[config.mk]
export PLATFORM = sky130hd
export DESIGN_NAME = cond_sum_pipe
export DESIGN_NICKNAME = d
export VERILOG_FILES = /design/src/rtl/cond_sum_pipe.sv
export SDC_FILE = /design/constraint.sdc
export NUM_CORES = 1
export LEC_CHECK = 0
export CAP_MARGIN = 25
export CORE_UTILIZATION = 53
export DETAILED_ROUTE_END_ITERATION = 10
export GPL_TIMING_DRIVEN = 1
export PLACE_DENSITY = 0.83
export SYNTH_ARGS = -nofsm -noshare
export SYNTH_HDL_FRONTEND = slang
export SYNTH_SLANG_ARGS = --single-unit
[constraint.sdc]
create_clock -name clk -period 3.4 [get_ports clk]
set_input_delay 1.02 -clock clk [delete_from_list [all_inputs] [get_ports clk]]
set_output_delay 1.02 -clock clk [all_outputs]
set_load 0.03 [all_outputs]
[src/rtl/cond_sum_pipe.sv]
// cond_sum_pipe: pipelined conditional-sum adder/subtractor with carry chaining.
// Ports:
//    clk, rst_n              clock (rising edge), asynchronous active-low reset
//    in_valid, in_ready      input handshake; an operation is taken on in_valid & in_ready
//    a, b, cin, sub          operands, explicit carry-in, subtract select (B inverted)
//    use_carry               take carry-in from the final carry of the last completed result
//    out_valid, out_ready    output handshake; a result completes on out_valid & out_ready
//    sum, cout, ovf, zero    result, raw MSB carry, signed overflow, sum == 0
module cond_sum_pipe #(
   parameter int WIDTH  = 32,
   parameter int STAGES = 2
) (
   input  logic             clk,
   input  logic             rst_n,
   input  logic             in_valid,
   output logic             in_ready,
   input  logic [WIDTH-1:0] a,
   input  logic [WIDTH-1:0] b,
   input  logic             cin,
   input  logic             sub,
   input  logic             use_carry,
   output logic             out_valid,
   input  logic             out_ready,
   output logic [WIDTH-1:0] sum,
   output logic             cout,
   output logic             ovf,
   output logic             zero
);
   localparam int SW = WIDTH / STAGES;
   localparam int NS = SW / 8;
   logic [WIDTH-1:0] a_q [STAGES];
   logic [WIDTH-1:0] b_q [STAGES];
   logic [WIDTH-1:0] s_q [STAGES];
   logic             c_q [STAGES];
   logic             v_q [STAGES];
   logic             creg, ovf_q, zero_q, stall, done, accept, pending, c0;
   logic [WIDTH-1:0] b_eff;
   assign out_valid = v_q[STAGES-1];
   assign sum       = s_q[STAGES-1];
   assign cout      = c_q[STAGES-1];
   assign ovf       = ovf_q;
   assign zero      = zero_q;
   assign stall     = out_valid & ~out_ready;
   assign done      = out_valid & out_ready;
   // Older work still in flight after this edge: everything if frozen, otherwise
   // whatever shifts forward without leaving through the output.
   always_comb begin
      pending = 1'b0;
      for (int i = 0; i < STAGES; i++)
         pending = pending | (v_q[i] & (stall | (i < STAGES - 1)));
   end
   assign in_ready = ~stall & ~(use_carry & pending);
   assign accept   = in_valid & in_ready;
   assign b_eff    = sub ? ~b : b;
   // A result retiring this cycle forwards its carry straight into a chained op.
   assign c0       = use_carry ? (done ? cout : creg) : (sub | cin);
   always_ff @(posedge clk or negedge rst_n)
      if (!rst_n) creg <= 1'b0;
      else if (done) creg <= cout;
   for (genvar k = 0; k < STAGES; k++) begin : g_st
      logic [WIDTH-1:k*SW] ai, bi;
      logic [WIDTH-1:0]    si, ns;
      logic                ci, vi, c;
      logic [8:0]          t0, t1;
      if (k == 0) begin : g_in
         assign ai = a;
         assign bi = b_eff;
         assign si = '0;
         assign ci = c0;
         assign vi = accept;
      end else begin : g_in
         assign ai = a_q[k-1][WIDTH-1:k*SW];
         assign bi = b_q[k-1][WIDTH-1:k*SW];
         assign si = s_q[k-1];
         assign ci = c_q[k-1];
         assign vi = v_q[k-1];
      end
      // Each 8-bit slice forms both carry-in candidates; the rippling carry picks one.
      always_comb begin
         ns = si;
         c  = ci;
         t0 = '0;
         t1 = '0;
         for (int j = 0; j < NS; j++) begin
            t0 = {1'b0, ai[k*SW+8*j +: 8]} + {1'b0, bi[k*SW+8*j +: 8]};
            t1 = {1'b0, ai[k*SW+8*j +: 8]} + {1'b0, bi[k*SW+8*j +: 8]} + 9'd1;
            ns[k*SW+8*j +: 8] = c ? t1[7:0] : t0[7:0];
            c = c ? t1[8] : t0[8];
         end
      end
      always_ff @(posedge clk or negedge rst_n)
         if (!rst_n) begin
            v_q[k] <= 1'b0;
            s_q[k] <= '0;
            c_q[k] <= 1'b0;
         end else if (!stall) begin
            v_q[k] <= vi;
            s_q[k] <= ns;
            c_q[k] <= c;
         end
      if (k < STAGES - 1) begin : g_op
         always_ff @(posedge clk or negedge rst_n)
            if (!rst_n) begin
               a_q[k] <= '0;
               b_q[k] <= '0;
            end else if (!stall) begin
               a_q[k][WIDTH-1:k*SW] <= ai;
               b_q[k][WIDTH-1:k*SW] <= bi;
            end
      end else begin : g_flag
         always_ff @(posedge clk or negedge rst_n)
            if (!rst_n) begin
               ovf_q  <= 1'b0;
               zero_q <= 1'b0;
            end else if (!stall) begin
               ovf_q  <= (ai[WIDTH-1] == bi[WIDTH-1]) & (ns[WIDTH-1] != ai[WIDTH-1]);
               zero_q <= ns == '0;
            end
      end
   end
endmodule

Word level (Yosys, flattened, before mapping)
Index checks and enable logic that the tools add are counted.
- input port bits: 71
- output and inout port bits: 37
- memories: 0
- flip-flop bits (word level): 119
- bits in latches: 0
- memory bits (read-only): 0
- bits in writable memories: 0
- word-level logic and storage cells: 46
- add/subtract/negate cells: 8
- div/mod/pow operators: 0
- shift-type cells: 0
- multipliers: 0
- equal/unequal tests: 2
- reduce and logical (&&, ||, !) cells: 1
- order comparisons: 0
- bitwise operators: 13
- multiplexer cells: 11
- operators with widths (kind ; number):
    $add 8x8->9 ; 4
    $add 9x1->9 const B ; 4
    $logic_not 32->1 ; 1
    $mux 32 ; 1
    $mux 8 ; 4
    $not 32->32 ; 1
    $and 1x1->1 ; 7
    $mux 1 ; 6
    $not 1->1 ; 3
    $or 1x1->1 ; 2
    $eq 1x1->1 ; 1
    $ne 1x1->1 ; 1

Logic depth before layout (Yosys ltp)
Gate-level depths: netlist of the first run.
- depth in word-level cells: 8
- depth in mapped cells: 15
- gate-level depth less buffers: 13

Least setup slack after synthesis of the first run
Ideal clock, no wire load.
- kind: input -> register
- from: in sub
- to: reg c_q, in the netlist g_st[1].ci
- data arrival time: 4.005 ns
- library setup time: 0.120 ns
- setup slack: -0.725 ns
- data required time: 3.280 ns
- stages: 15
- path buffers: 2
- cells stage by stage: buf_2 buf_1 xor2_1 ha_1 inv_1 fa_1 nor2b_1 o21ai_1 nor3b_1 nor2_1 nand3_1 nor4_4 mux2i_1 mux2i_1 nor2_1
- cells in the longest elaborated chain, start to end: 5
- elaborated cells on any way between the ends: 9
- those cells by class: add/sub: 4; mux: 4; bitwise: 1
- RTL lines (element ; RTL line ; source):
    start, declared ; 20 ; input logic sub,
    $mux 32 ; 54 ; assign b_eff = sub ? ~b : b;
    $add 8x8->9 ; 85, 86 ;
    $add 9x1->9 ; 86 ; t1 = {1'b0, ai[k*SW+8*j +: 8]} + {1'b0, bi[k*SW+8*j +: 8]} + 9'd1;
    $mux 1 ; 88 ; c = c ? t1[8] : t0[8];
    $mux 1 * ; 88 ;
    end signal, assigned by index ; 95 ; c_q[k] <= 1'b0;
    end signal, assigned by index ; 99 ; c_q[k] <= c;
    end, declared ; 34 ; logic c_q [STAGES];
Mark *: on every way between the ends. The rest lies on a longest branch, timed or not.
A chain may end at the register's enable or synchronous reset.

Worst setup path after layout of the first run
- from: in sub
- to: reg s_q, in the netlist g_st[1].si[9]
- cells in the longest elaborated chain, start to end: 5
- elaborated cells on any way between the ends: 9
- those cells by class: add/sub: 4; mux: 4; bitwise: 1
- RTL lines (element ; RTL line ; source):
    $mux 32 ; 54 ;
    $add 8x8->9 ; 85, 86 ;
    $add 9x1->9 ; 86 ;
    $mux 1 ; 88 ;
    $mux 8 * ; 87 ; ns[k*SW+8*j +: 8] = c ? t1[7:0] : t0[7:0];
    end signal, assigned by index ; 98 ; s_q[k] <= ns;
    end, declared ; 33 ; logic [WIDTH-1:0] s_q [STAGES];
Marked as above.

==> results of run 1 <==
-- how the worst min path moves through the flow --
stage / startpoint / endpoint / slack [ns] / cells after the start
floorplan: a_q[48] / a_q[48] / 0.45 / 2
finish: sum[13] / sum[13] / 0.47 / 2
global placement: sum[4] / sum[4] / 0.45 / 2
detailed placement: sum[3] / sum[3] / 0.45 / 2
CTS: sum[3] / sum[3] / 0.47 / 2
global route: sum[13] / sum[13] / 0.50 / 2
-- layer usage --
layer	share of wire	routed length, µm
met1	0.39	5860
met2	0.54	8240
met3	0.042	645
met4	0.030	463
met5	0	0
-- cell usage after synthesis (all sizes together) (2+ instances only) --
cell	instances
nand2	153
dfrtp	87
o21ai	58
xnor2	49
ha	36
xor2	34
nor2	33
a21oi	23
clkbuf	19
inv	16
nand3	15
mux2i	12
nor2b	11
nor3	10
o21a	10
buf	9
a211oi	8
nor4	8
nand4	7
a21o	6
and3	5
nand2b	5
nor3b	5
or4	5
a31oi	4
fa	4
and4	3
nand4b	3
or3	3
a211o	2
mux2	2
o21ba	2
o21bai	2
o31ai	2
-- where the power goes --
group	switching (µW)	total [µW]	internal [µW]
Sequential	252	1630	1380
Clock	372	803	431
Combinational	1650	2920	1270
-- cell families after synthesis --
family | after synthesis | share of synthesized area
fa+ha+maj | 40 | 0.0909
simple gates | 271 | 0.218
mux | 14 | 0.0245
buf+inv | 44 | 0.0309
xor+xnor | 83 | 0.127
compound gates | 128 | 0.135
flops | 87 | 0.373
-- worst max-delay path, delay by kind of cell --
family                     cells  cell delay, ns
and+or+nand+nor                2            0.45
adders and majority gates      1            0.29
AOI/OAI and AO/OA              4            0.46
buffers and inverters          4            0.60
muxes                          1            0.30
xor gates and xnor gates       3            0.57
-- state kept, by name, summed over array words and instances, names as in the netlist --
name,flops
g_st.ci,1
g_st.si,16
cout,1
ovf,1
zero,1
sum,32
creg,1
g_st.vi,1
a_q,16
b_q,16
out_valid,1
-- cells in the final DEF, fill, tap and decap left out, drive strengths merged, types with 10 or more instances in the layout --
master	netlist	layout
clkdlybuf4s50	0	96
o21a	10	10
ha	36	36
mux2i	12	12
nor2b	11	11
buf	9	61
xnor2	49	49
xor2	34	34
nand2	153	153
a21oi	23	23
dfrtp	87	87
inv	16	17
nor2	33	33
nand3	15	15
nor3	10	10
o21ai	58	58
clkbuf	19	11
-- final cells by class --
class	count	area, µm²	area share
repair buffers	165	1530	0.192
inverters	16	60.1	0.00753
clock inverters	5	81.3	0.0102
flip-flops and latches	87	2180	0.273
multi-input cells	536	3810	0.478
well taps	136	170	0.0213
clock buffers	10	138	0.0173
-- through the flow --
stage                util  std cells  hold WS, ns
floorplan               -        667        0.445
global placement    0.700        932        0.453
detailed placement  0.700        932        0.455
CTS                 0.735        951        0.474
global route        0.759        955        0.500
finish              0.759        955        0.472
-- repair_timing --
action,in CTS,in global routing
pin swaps,18,27
hold buffers,0,0
buffers inserted,4,4
setup endpoints to repair,11,12
gates resized for setup,30,50
==> flow_summary.toml, run 1 <==
[sta]
fin_worst_skew_ns = 0.0104
fin_setup_tns_ns = -0.108
slew_headroom = 0.506
hold_viol = 0
rsz0062_at_grt = "yes"
max_freq_mhz = 290
layout_min_cycle_time_ns = 3.45
slew_violations = 0
setup_slack_ns = -0.0529
period_share = 1.02
tightest_slew_ns = 0.742
setup_viol = 5

[global_route]
grt.met2_usage = 0.498
grt_max_degree = 57
antenna_found_initial = 0
met3_usage = 0.0450
globalRoute.totalOverflow = 0
grt_usage = 0.263
use_met1 = 0.292
grt.busiest_layer = "met2"
grt_pass1_wl_um = 23900
first_global_vias = 5380

[cts]
htree_levels = 3
clk_path_buf_depth = 2
clkLatencyLatePin_ns = 0.36
cts-buffers-inserted = 9
clock_sinks = 87
clkSlewWorstSetupHoldPaths_ns = 0.09
cts_tree = "done"
cts-root-buf = "clkbuf_8"

[synthesis]
yosys-top-cells-area = "dfrtp_1 37%, nand2_1 9.8%, ha_1 7.7%"
synth_cell_types = 62
ys.warnings.count = 0
yosysSeqAreaShare = 0.373
synth.top_cell.area_share = 0.373
synthFlopType = "dfrtp_1"
synth_edf_count = 0
synth_seq_cells = 87
synth_area_um2 = 5830
async_reset_ff_frac = 1.00
synth_top_cell_by_area = "dfrtp_1"
synth_fp_nets = 778
synth_cells = 667
synth.avg_cell_area_um2 = 8.75

[setup_path]
slowest_stage = "mux2i_2"
startpoint = "sub"
cpPeakStageDelay_ns = 0.30
critPathCaptureType = "flip-flop"
reg2reg_to = "zero"
arrival_ns = 3.67
r2r_setup_slack_ns = 0.14
required_ns = 3.62
rr_worst_depth = 11
timing.rr.start = "a_q[48]"
path_cells = "buf_12, buf_4, xor2_4, ha_1, a21o_1, a21oi_2, buf_4, nor2b_1, o221ai_4, xor2_2, nor4_4, buf_6, xnor2_4, mux2i_2, a21oi_1"
critPathLaunchType = "primary input"
crit_top_cell = "buf_4"
critPathMaxFanout = 5
cp-endpoint = "g_st[1].si[9]"
path_class = "primary input to flip-flop"

[layout]
n_antenna_cell = 0
fill_cells = 720
final_cell_area_um2 = 7980
layout-area-overhead-vs-synth_pct = 36.7
nNetsFinal = 926
layout-drive-gt1-share = 0.177

[drt]
vias = 5432
antenna_left = 0
drt-vias-per-instance = 5.69
drt-initial-drc-count = 297
wl_per_cell_um = 15.9
drcViolationCount = 0
routed_wl_um = 15200
firstDrtPassIters = 6

[pwr]
p_per_area_nw_per_um2 = 671
leakage_uw = 0.00345
vdd_ir_drop_max_mv = 0.397
finalPower_uw = 5350

[place]
io_buffers = 107
hpwl_um = 10800
place_congestion = 0.829
pre_cts_slack_ns = -0.785
place_area_um2 = 7360

[run]
drv_cap = 0

[die]
die_h_um = 107
io_pins = 108
coreArea_um2 = 10500
die_w_um = 107
rows = 37
start_util = 0.555
dieArea_um2 = 11400

[hold_path]
hp-class = "flip-flop to flip-flop"

[outcome]
violations = "setup timing"
outcome = "finished, violations left"
Power figures use the tool's default switching activity.
==> run 2, diff against run 1 <==
--- a/config.mk
+++ b/config.mk
@@ -7,9 +7,11 @@
 export LEC_CHECK = 0
 export CAP_MARGIN = 25
 export CORE_UTILIZATION = 53
+export CTS_CLUSTER_SIZE = 12
 export DETAILED_ROUTE_END_ITERATION = 10
 export GPL_TIMING_DRIVEN = 1
 export PLACE_DENSITY = 0.83
+export SKIP_CTS_REPAIR_TIMING = 1
 export SYNTH_ARGS = -nofsm -noshare
 export SYNTH_HDL_FRONTEND = slang
 export SYNTH_SLANG_ARGS = --single-unit
==> run 2 against run 1 <==
The run now ends clean. Sequential share of layout area up 0.34 points. Via count down 1.7%. Critical path type unchanged. Total power down 1.4%. Highest routed layer unchanged. Cell count down 0.31%. Worst hold slack about the same. Utilization down 0.93 points.
==> flow_summary.toml, run 2 (synthesis results as in run 1) <==
[layout]
fill_cells = 746
largest_reg_flops = 32
n_antenna_cell = 0
nNetsFinal = 923
layout_commonest_cell = "nand2_1"
layout-area-overhead-vs-synth_pct = 35.0
mostFrequentLayoutCells = "153 x nand2_1, 94 x clkdlybuf4s50_1, 87 x dfrtp_1, 54 x buf_4, 50 x o21ai_0"
layout-drive-gt1-share = 0.163

[run]
drv_cap = 0

[sta]
max_freq_mhz = 298
hold_viol = 0
setup_slack_ns = 0.0490
fin_setup_tns_ns = 0
slew_headroom = 0.518
layout_min_cycle_time_ns = 3.35
period_share = 0.986
setup_viol = 0
tightest_slew_ns = 0.723
slew_violations = 0
hold_ws_ns = 0.472
fin_worst_skew_ns = 0.00776

[global_route]
first_global_vias = 5223
globalRoute.totalOverflow = 0
grt_max_degree = 57
grt_pass1_wl_um = 23100
grt_usage = 0.253
antenna_found_initial = 0

[die]
io_pins = 108
coreArea_um2 = 10500
die_w_um = 107
start_util = 0.555
dieArea_um2 = 11400
die_h_um = 107
rows = 37

[place]
io_buffers = 107
pre_cts_slack_ns = -0.785
hpwl_um = 10800
place_congestion = 0.829

[hold_path]
hp-class = "flip-flop to flip-flop"
hold_start = "sum[13]"

[setup_path]
rr_worst_depth = 11
reg2reg_to = "zero"
r2r_setup_slack_ns = 0.14
startpoint = "b[9]"
required_ns = 3.63
cp-endpoint = "g_st[1].si[15]"
critPathMaxFanout = 4
timing.rr.start = "a_q[48]"
critPathCaptureType = "flip-flop"
path_class = "primary input to flip-flop"
arrival_ns = 3.58
critPathLaunchType = "primary input"

[outcome]
outcome = "finished, final reports clean"

[cts]
htree_levels = 3
cts-buffers-inserted = 9
clk_path_buf_depth = 2
clock_sinks = 87
cts-root-buf = "clkbuf_8"
clkLatencyLatePin_ns = 0.36
cts_tree = "done"
clkSlewWorstSetupHoldPaths_ns = 0.09

[pwr]
p_per_area_nw_per_um2 = 670
combPwrFrac = 0.540
clock_power_share = 0.152
power_switching_uw = 2230
internal_power_uw = 3050
switching_share = 0.422
leakage_uw = 0.00346
p_seq_frac = 0.308
vdd_ir_drop_max_mv = 0.397

[drt]
drt-vias-per-instance = 5.61
firstDrtPassIters = 5
routed_wl_um = 14700
drt-initial-drc-count = 326
wl_per_cell_um = 15.4
drcViolationCount = 0
vias = 5341
antenna_left = 0
run 2: cell types whose count changed in the layout (fill, tap and decap cells not counted), sizes merged:
cell and change:
dlygate4sd2 -3, clkdlybuf4s15 -1, clkbuf -1, dlymetal6s2s +7, buf -3, clkdlybuf4s50 -2
run 2: power groups by stage:
stage	Sequential (µW)	Combinational, µW	Clock, µW
floorplan	1950	1420	0
global placement	1630	2580	0
detailed placement	1640	2690	0
CTS	1620	2710	811
global route	1660	3090	856
finish	1630	2850	802
run 2: routing by layer:
metal / wire (µm) / global-route usage
met4: 346 / 0.0969
met3: 576 / 0.0438
met2: 8070 / 0.471
met1: 5680 / 0.287
met5: 0 / 0
run 2: through the flow:
step           instances  total power (µW)  cell area (µm²)   util
3_5_place_dp         932              4330             7360  0.700
3_3_place_gp         932              4200             7360  0.700
6_report             952              5280             7880  0.750
2_1_floorplan        667              3360             5880      -
4_1_cts              947              5150             7580  0.721
5_1_grt              952              5610             7880  0.750
run 2: worst min path at each step:
stage	endpoint	slack (ns)	depth (start not counted)
detailed placement	sum[3]	0.45	2
CTS	sum[3]	0.47	2
global route	sum[13]	0.50	2
finish	sum[13]	0.47	2
floorplan	a_q[48]	0.45	2
global placement	sum[4]	0.45	2
run 2: final cells by class:
type / count / area, µm² / area share
Clock buffer: 10 / 138 / 0.0175
Tap cell: 136 / 170 / 0.0216
Clock inverter: 5 / 81.3 / 0.0103
Timing Repair Buffer: 162 / 1530 / 0.195
Sequential cell: 87 / 2180 / 0.276
Multi-Input combinational cell: 536 / 3720 / 0.472
Inverter: 16 / 60.1 / 0.00762
run 2: critical path, cell delays in order:
cell and delay (ns):
clkdlybuf4s50_1 0.47, xor2_1 0.20, ha_1 0.27, a21o_1 0.20, a21oi_2 0.18, buf_4 0.14, xnor2_1 0.16, nand3_2 0.21
nor2_4 0.18, nand4_1 0.10, mux2i_1 0.20, xnor2_1 0.16, a21oi_1 0.09
==> RTL change 1, RTL diff (flow settings as in run 2) <==
Make the reset (`rst_n`) synchronous in 4 clocked blocks. Comments in the files are not updated.
--- a/src/rtl/cond_sum_pipe.sv
+++ b/src/rtl/cond_sum_pipe.sv
@@ -54,7 +54,7 @@
    assign b_eff    = sub ? ~b : b;
    // A result retiring this cycle forwards its carry straight into a chained op.
    assign c0       = use_carry ? (done ? cout : creg) : (sub | cin);
-   always_ff @(posedge clk or negedge rst_n)
+   always_ff @(posedge clk)
       if (!rst_n) creg <= 1'b0;
       else if (done) creg <= cout;
    for (genvar k = 0; k < STAGES; k++) begin : g_st
@@ -88,7 +88,7 @@
             c = c ? t1[8] : t0[8];
          end
       end
-      always_ff @(posedge clk or negedge rst_n)
+      always_ff @(posedge clk)
          if (!rst_n) begin
             v_q[k] <= 1'b0;
             s_q[k] <= '0;
@@ -99,7 +99,7 @@
             c_q[k] <= c;
          end
       if (k < STAGES - 1) begin : g_op
-         always_ff @(posedge clk or negedge rst_n)
+         always_ff @(posedge clk)
             if (!rst_n) begin
                a_q[k] <= '0;
                b_q[k] <= '0;
@@ -108,7 +108,7 @@
                b_q[k][WIDTH-1:k*SW] <= bi;
             end
       end else begin : g_flag
-         always_ff @(posedge clk or negedge rst_n)
+         always_ff @(posedge clk)
             if (!rst_n) begin
                ovf_q  <= 1'b0;
                zero_q <= 1'b0;
Behaviour: differs if rst_n is asserted again (counterexample within 4 cycles, from zero or initial values and one cycle with rst_n low); with rst_n held inactive, the same outputs for 4 cycles.
==> RTL change 1 against run 2 <==
The run now ends with negative setup slack left; first-iteration DRC count shrank 1.2%; wire length shrank 7.7%; global-route usage shrank 1.4 points; sequential cell count is the same; synthesized area shrank 2.1%; final area grew 2.4%; worst hold slack gained 0.028 ns; count of clock-buffer cells in the layout grew 1; setup slack lost 0.47 ns; die area shrank 2.1%.
Power is not compared: it rests on default switching activity, and its combinational part moved more than twofold at a synthesized area within 25%.
==> RTL change 1: results (changes against run 2) <==
Non-Filler Instances=872 (was 952); number of synthesized flops with an enable pin=82 (was 0); antenna fix cells=0 (unchanged); vias in the first global route=4719 (was 5223); first-pass GRT wire length=21400 um (was 23100 um); Min-Delay Path Class=reg2reg (unchanged); worst path arrival time=3.93 ns (was 3.58 ns); Placed Area=7570 um^2 (was 7360 um^2); syn nets=656 (was 778); Worst-Margin Slew=0.618 ns (was 0.723 ns); Synth area leaders=edfxtp_1, ha_1, xnor2_1 (was dfrtp_1, nand2_1, ha_1); Clk Latency, worst-skew pair=approximately 0.35 ns; number of fill cells=649 (was 746); Final nets=843 (was 923); CTS root buf=clkbuf_8 (unchanged); post-DP HPWL=9960 um (was 10800 um); Bufs on Longest Clock Path=2 (unchanged); Sw Pwr=roughly 1.1 mW; status=finished with violations (was complete, no violations); Yosys reg bits=87 (unchanged); port buffer count=107 (unchanged); TritonRoute pass-1 iters=5 (unchanged); Worst-path clk slew=about 0.08 ns; slowest cell on the critical path=or3_4 (was clkdlybuf4s50_1); htree depth=3 (unchanged); Clock Skew=0.00919 ns (was 0.00776 ns); cell total after placement=848 (was 932); CTS Buf Count=9 (unchanged); total congestion overflow=0 (unchanged); setup TNS=-4.96 ns (was 0 ns); register area share after synthesis=0.449 (was 0.373); Post-Syn Instances=545 (was 667); RD Place Congestion=0.890 (was 0.829); pin count of the biggest net entering global routing=42 (was 57); final worst slack=-0.422 ns (was 0.0490 ns); Total GRT Usage=0.239 (was 0.253); antenna violations before repair=0 (unchanged); P_leak=~3.3 nW; failing checks=negative setup slack; crit-path leading delay family=simple AND/OR/NAND/NOR gates (was buffers and inverters); final setup violation count=20 (was 0); DR iter-0 viols=322 (was 326); Synth cell types=62 (unchanged); MaxCap Viol Count=0 (unchanged); WL/cell=15.5 um (was 15.4 um); Avg Vias per Cell=5.55 (was 5.61); ratio of cells with drive above 1 in the final layout=0.227 (was 0.163); CP max stage delay=0.39 ns (was 0.47 ns); largest registers=s_q: 48 flops, a_q: 16 flops, b_q: 16 flops; Post-synth top cells=edfxtp_1, nor2_1, xnor2_1 (was nand2_1, dfrtp_1, o21ai_0); Worst VDD drop=approximately 0.00022 V; Post-synth ARST share=0 (was 1.00); worst-path maximum fanout=7 (was 4); Synth Warn #=0 (unchanged)
==> RTL change 1: path summary, 6_finish.rpt <==
kind         cells past startpoint  slack [ns]    endpoint  startpoint
max                             16       -0.42  s_q[0][13]         sub
min                              2        0.50         ovf         ovf
max reg2reg                     13       -0.32        zero  b_q[0][16]
min reg2reg                      2        0.50         ovf         ovf
==> RTL change 1: power groups by stage <==
stage          clock (mW)  combinational [mW]  sequential (mW)
6_report            0.683                1.40             1.39
5_1_grt             0.726                1.51             1.41
4_1_cts             0.686                1.31             1.39
3_5_place_dp            0                1.30             1.41
3_3_place_gp            0                1.26             1.41
2_1_floorplan           0               0.684             1.52
==> RTL change 1: area by class of cell <==
| class | count | area [um^2] | area share |
|---|---|---|---|
| Sequential cell | 87 | 2560 | 0.318 |
| Multi-Input combinational cell | 428 | 3330 | 0.413 |
| Timing Repair Buffer | 191 | 1770 | 0.219 |
| Clock inverter | 4 | 47.5 | 0.00589 |
| Tap cell | 136 | 170 | 0.0211 |
| Clock buffer | 11 | 131 | 0.0163 |
| Inverter | 15 | 56.3 | 0.00698 |
==> RTL change 1: cells by family after synthesis <==
kind of cell | count (synthesis) | synth area share
XOR/XNOR | 73 | 0.113
buffers and inverters | 30 | 0.0199
adder cells (fa/ha/maj) | 40 | 0.0929
multiplexers | 13 | 0.0232
flip-flops | 87 | 0.449
AO/OA/AOI/OAI | 91 | 0.110
AND/OR/NAND/NOR | 211 | 0.192
==> RTL change 1: routing by layer <==
metal	GRT usage	wire (um)	up-vias
li1	-	-	2357
met5	0	0	-
met1	0.306	5720	2259
met4	0.0754	308	0
met3	0.0334	701	36
met2	0.416	6820	186
==> RTL change 1: worst min-delay path: stages (launching register included) <==
cell,delay [ns]
dfxtp_1,0.33
nand3_1,0.07
o31ai_1,0.06
==> RTL change 1: stage by stage <==
| step | util | setup slack (ns) |
|---|---|---|
| 2_1_floorplan | - | -0.607 |
| 3_3_place_gp | 0.730 | -0.892 |
| 3_5_place_dp | 0.730 | -1.05 |
| 4_1_cts | 0.748 | -0.672 |
| 5_1_grt | 0.778 | -0.531 |
| 6_report | 0.778 | -0.422 |
==> RTL change 2, RTL diff (settings of run 2) <==
Made on the original files. Change the parameter `STAGES` from 2 to 4.
--- a/src/rtl/cond_sum_pipe.sv
+++ b/src/rtl/cond_sum_pipe.sv
@@ -8,7 +8,7 @@
 //    sum, cout, ovf, zero    result, raw MSB carry, signed overflow, sum == 0
 module cond_sum_pipe #(
    parameter int WIDTH  = 32,
-   parameter int STAGES = 2
+   parameter int STAGES = 4
 ) (
    input  logic             clk,
    input  logic             rst_n,
Check against the original RTL: not equivalent (a bounded check fails within 4 cycles, from zero or initial values and one cycle with rst_n low).
==> RTL change 2 against run 2 <==
Clock power is 140% higher; setup slack better by 0.065 ns; count of clock-buffer cells in the layout is 11 higher; clock skew is 0.00055 ns higher; synthesized area is 59% higher; wire length is 30% higher; critical path type unchanged; combinational power is 85% higher; worst hold slack worse by 0.0073 ns; sequential cell count is 100 higher; total power is 110% higher; final area is 43% higher; fmax is 2.0% higher.
==> RTL change 2: results (changes against run 2) <==
status=complete, no violations (unchanged); DR vias=7134 (was 5341); Placed Area=10700 um^2 (was 7360 um^2); Post-synth top cells=nand2_1, dfrtp_1, o21ai_0 (unchanged); worst path arrival time=3.64 ns (was 3.58 ns); Synth Area in Compound Gates=0.0968 (was 0.135); pin count of the biggest net entering global routing=173 (was 57); crit-path leading delay family=simple AND/OR/NAND/NOR gates (was buffers and inverters); RR Startpoint=a_q[80] (was a_q[48]); vias in the first global route=6975 (was 5223); WHS Endpoint=a_q[115] (was sum[13]); post-DP HPWL=13200 um (was 10800 um); Clk Latency, worst-skew pair=0.43 ns (was 0.36 ns); Logic pwr share=0.475 (was 0.540); final worst slack=0.114 ns (was 0.0490 ns); Clock Skew=0.00831 ns (was 0.00776 ns); Post-Syn Instances=1032 (was 667); Worst VDD drop=0.000529 V (was 0.000397 V); Synth area leaders=dfrtp_1, nand2_1, ha_1 (unchanged); Total Wirelength=19100 um (was 14700 um); RD Place Congestion=0.836 (was 0.829); cell total after placement=1337 (was 932); register area share after synthesis=0.506 (was 0.373); area share of the largest cell type after synthesis=0.506 (was 0.373); CTS root buf=clkbuf_16 (was clkbuf_8); Final nets=1247 (was 923); Internal=6.53 mW (was 3.05 mW); Worst-Margin Slew=0.704 ns (was 0.723 ns); slowest cell on the critical path=or4_1 (was clkdlybuf4s50_1); Reg2Reg Capture Point=g_st[3].ci (was zero); Post-Synth Adder-Cell Area=0.0574 (was 0.0909); ratio of cells with drive above 1 in the final layout=0.0679 (was 0.163); Hold Crit Start=a_q[115] (was sum[13]); CP max stage delay=0.52 ns (was 0.47 ns); Synth cell types=66 (was 62); Fin Hold WS=0.465 ns (was 0.472 ns)
==> RTL change 2: changes by cell type after synthesis, sizes merged, moves of 5 or more <==
cell    before  now
clkbuf      19   37
dfrtp       87  187
mux2i       12    3
nand2      153  422
nor2        33   41
nor2b       11    1
nor3        10    5
o21a        10    2
o21ai       58   52
o31ai        2    9
xor2        34   26
==> RTL change 2: layout make-up <==
type | count | area, um^2
Clock buffer | 21 | 480
Clock inverter | 11 | 109
Multi-Input combinational cell | 787 | 4370
Inverter | 12 | 45.0
Timing Repair Buffer | 131 | 1310
Fill cell | 1342 | 5550
Sequential cell | 187 | 4680
Tap cell | 220 | 275
==> RTL change 2: worst min-delay path, delay by kind of cell (launching register included) <==
family	cells	cell delay, ns
simple gates	2	0.10
flops	1	0.34
==> RTL change 2: layer usage <==
| metal | part of all wire | track usage |
|---|---|---|
| met1 | 0.44 | 0.294 |
| met2 | 0.50 | 0.391 |
| met3 | 0.036 | 0.0446 |
| met4 | 0.020 | 0.0724 |
| met5 | 0 | 0 |
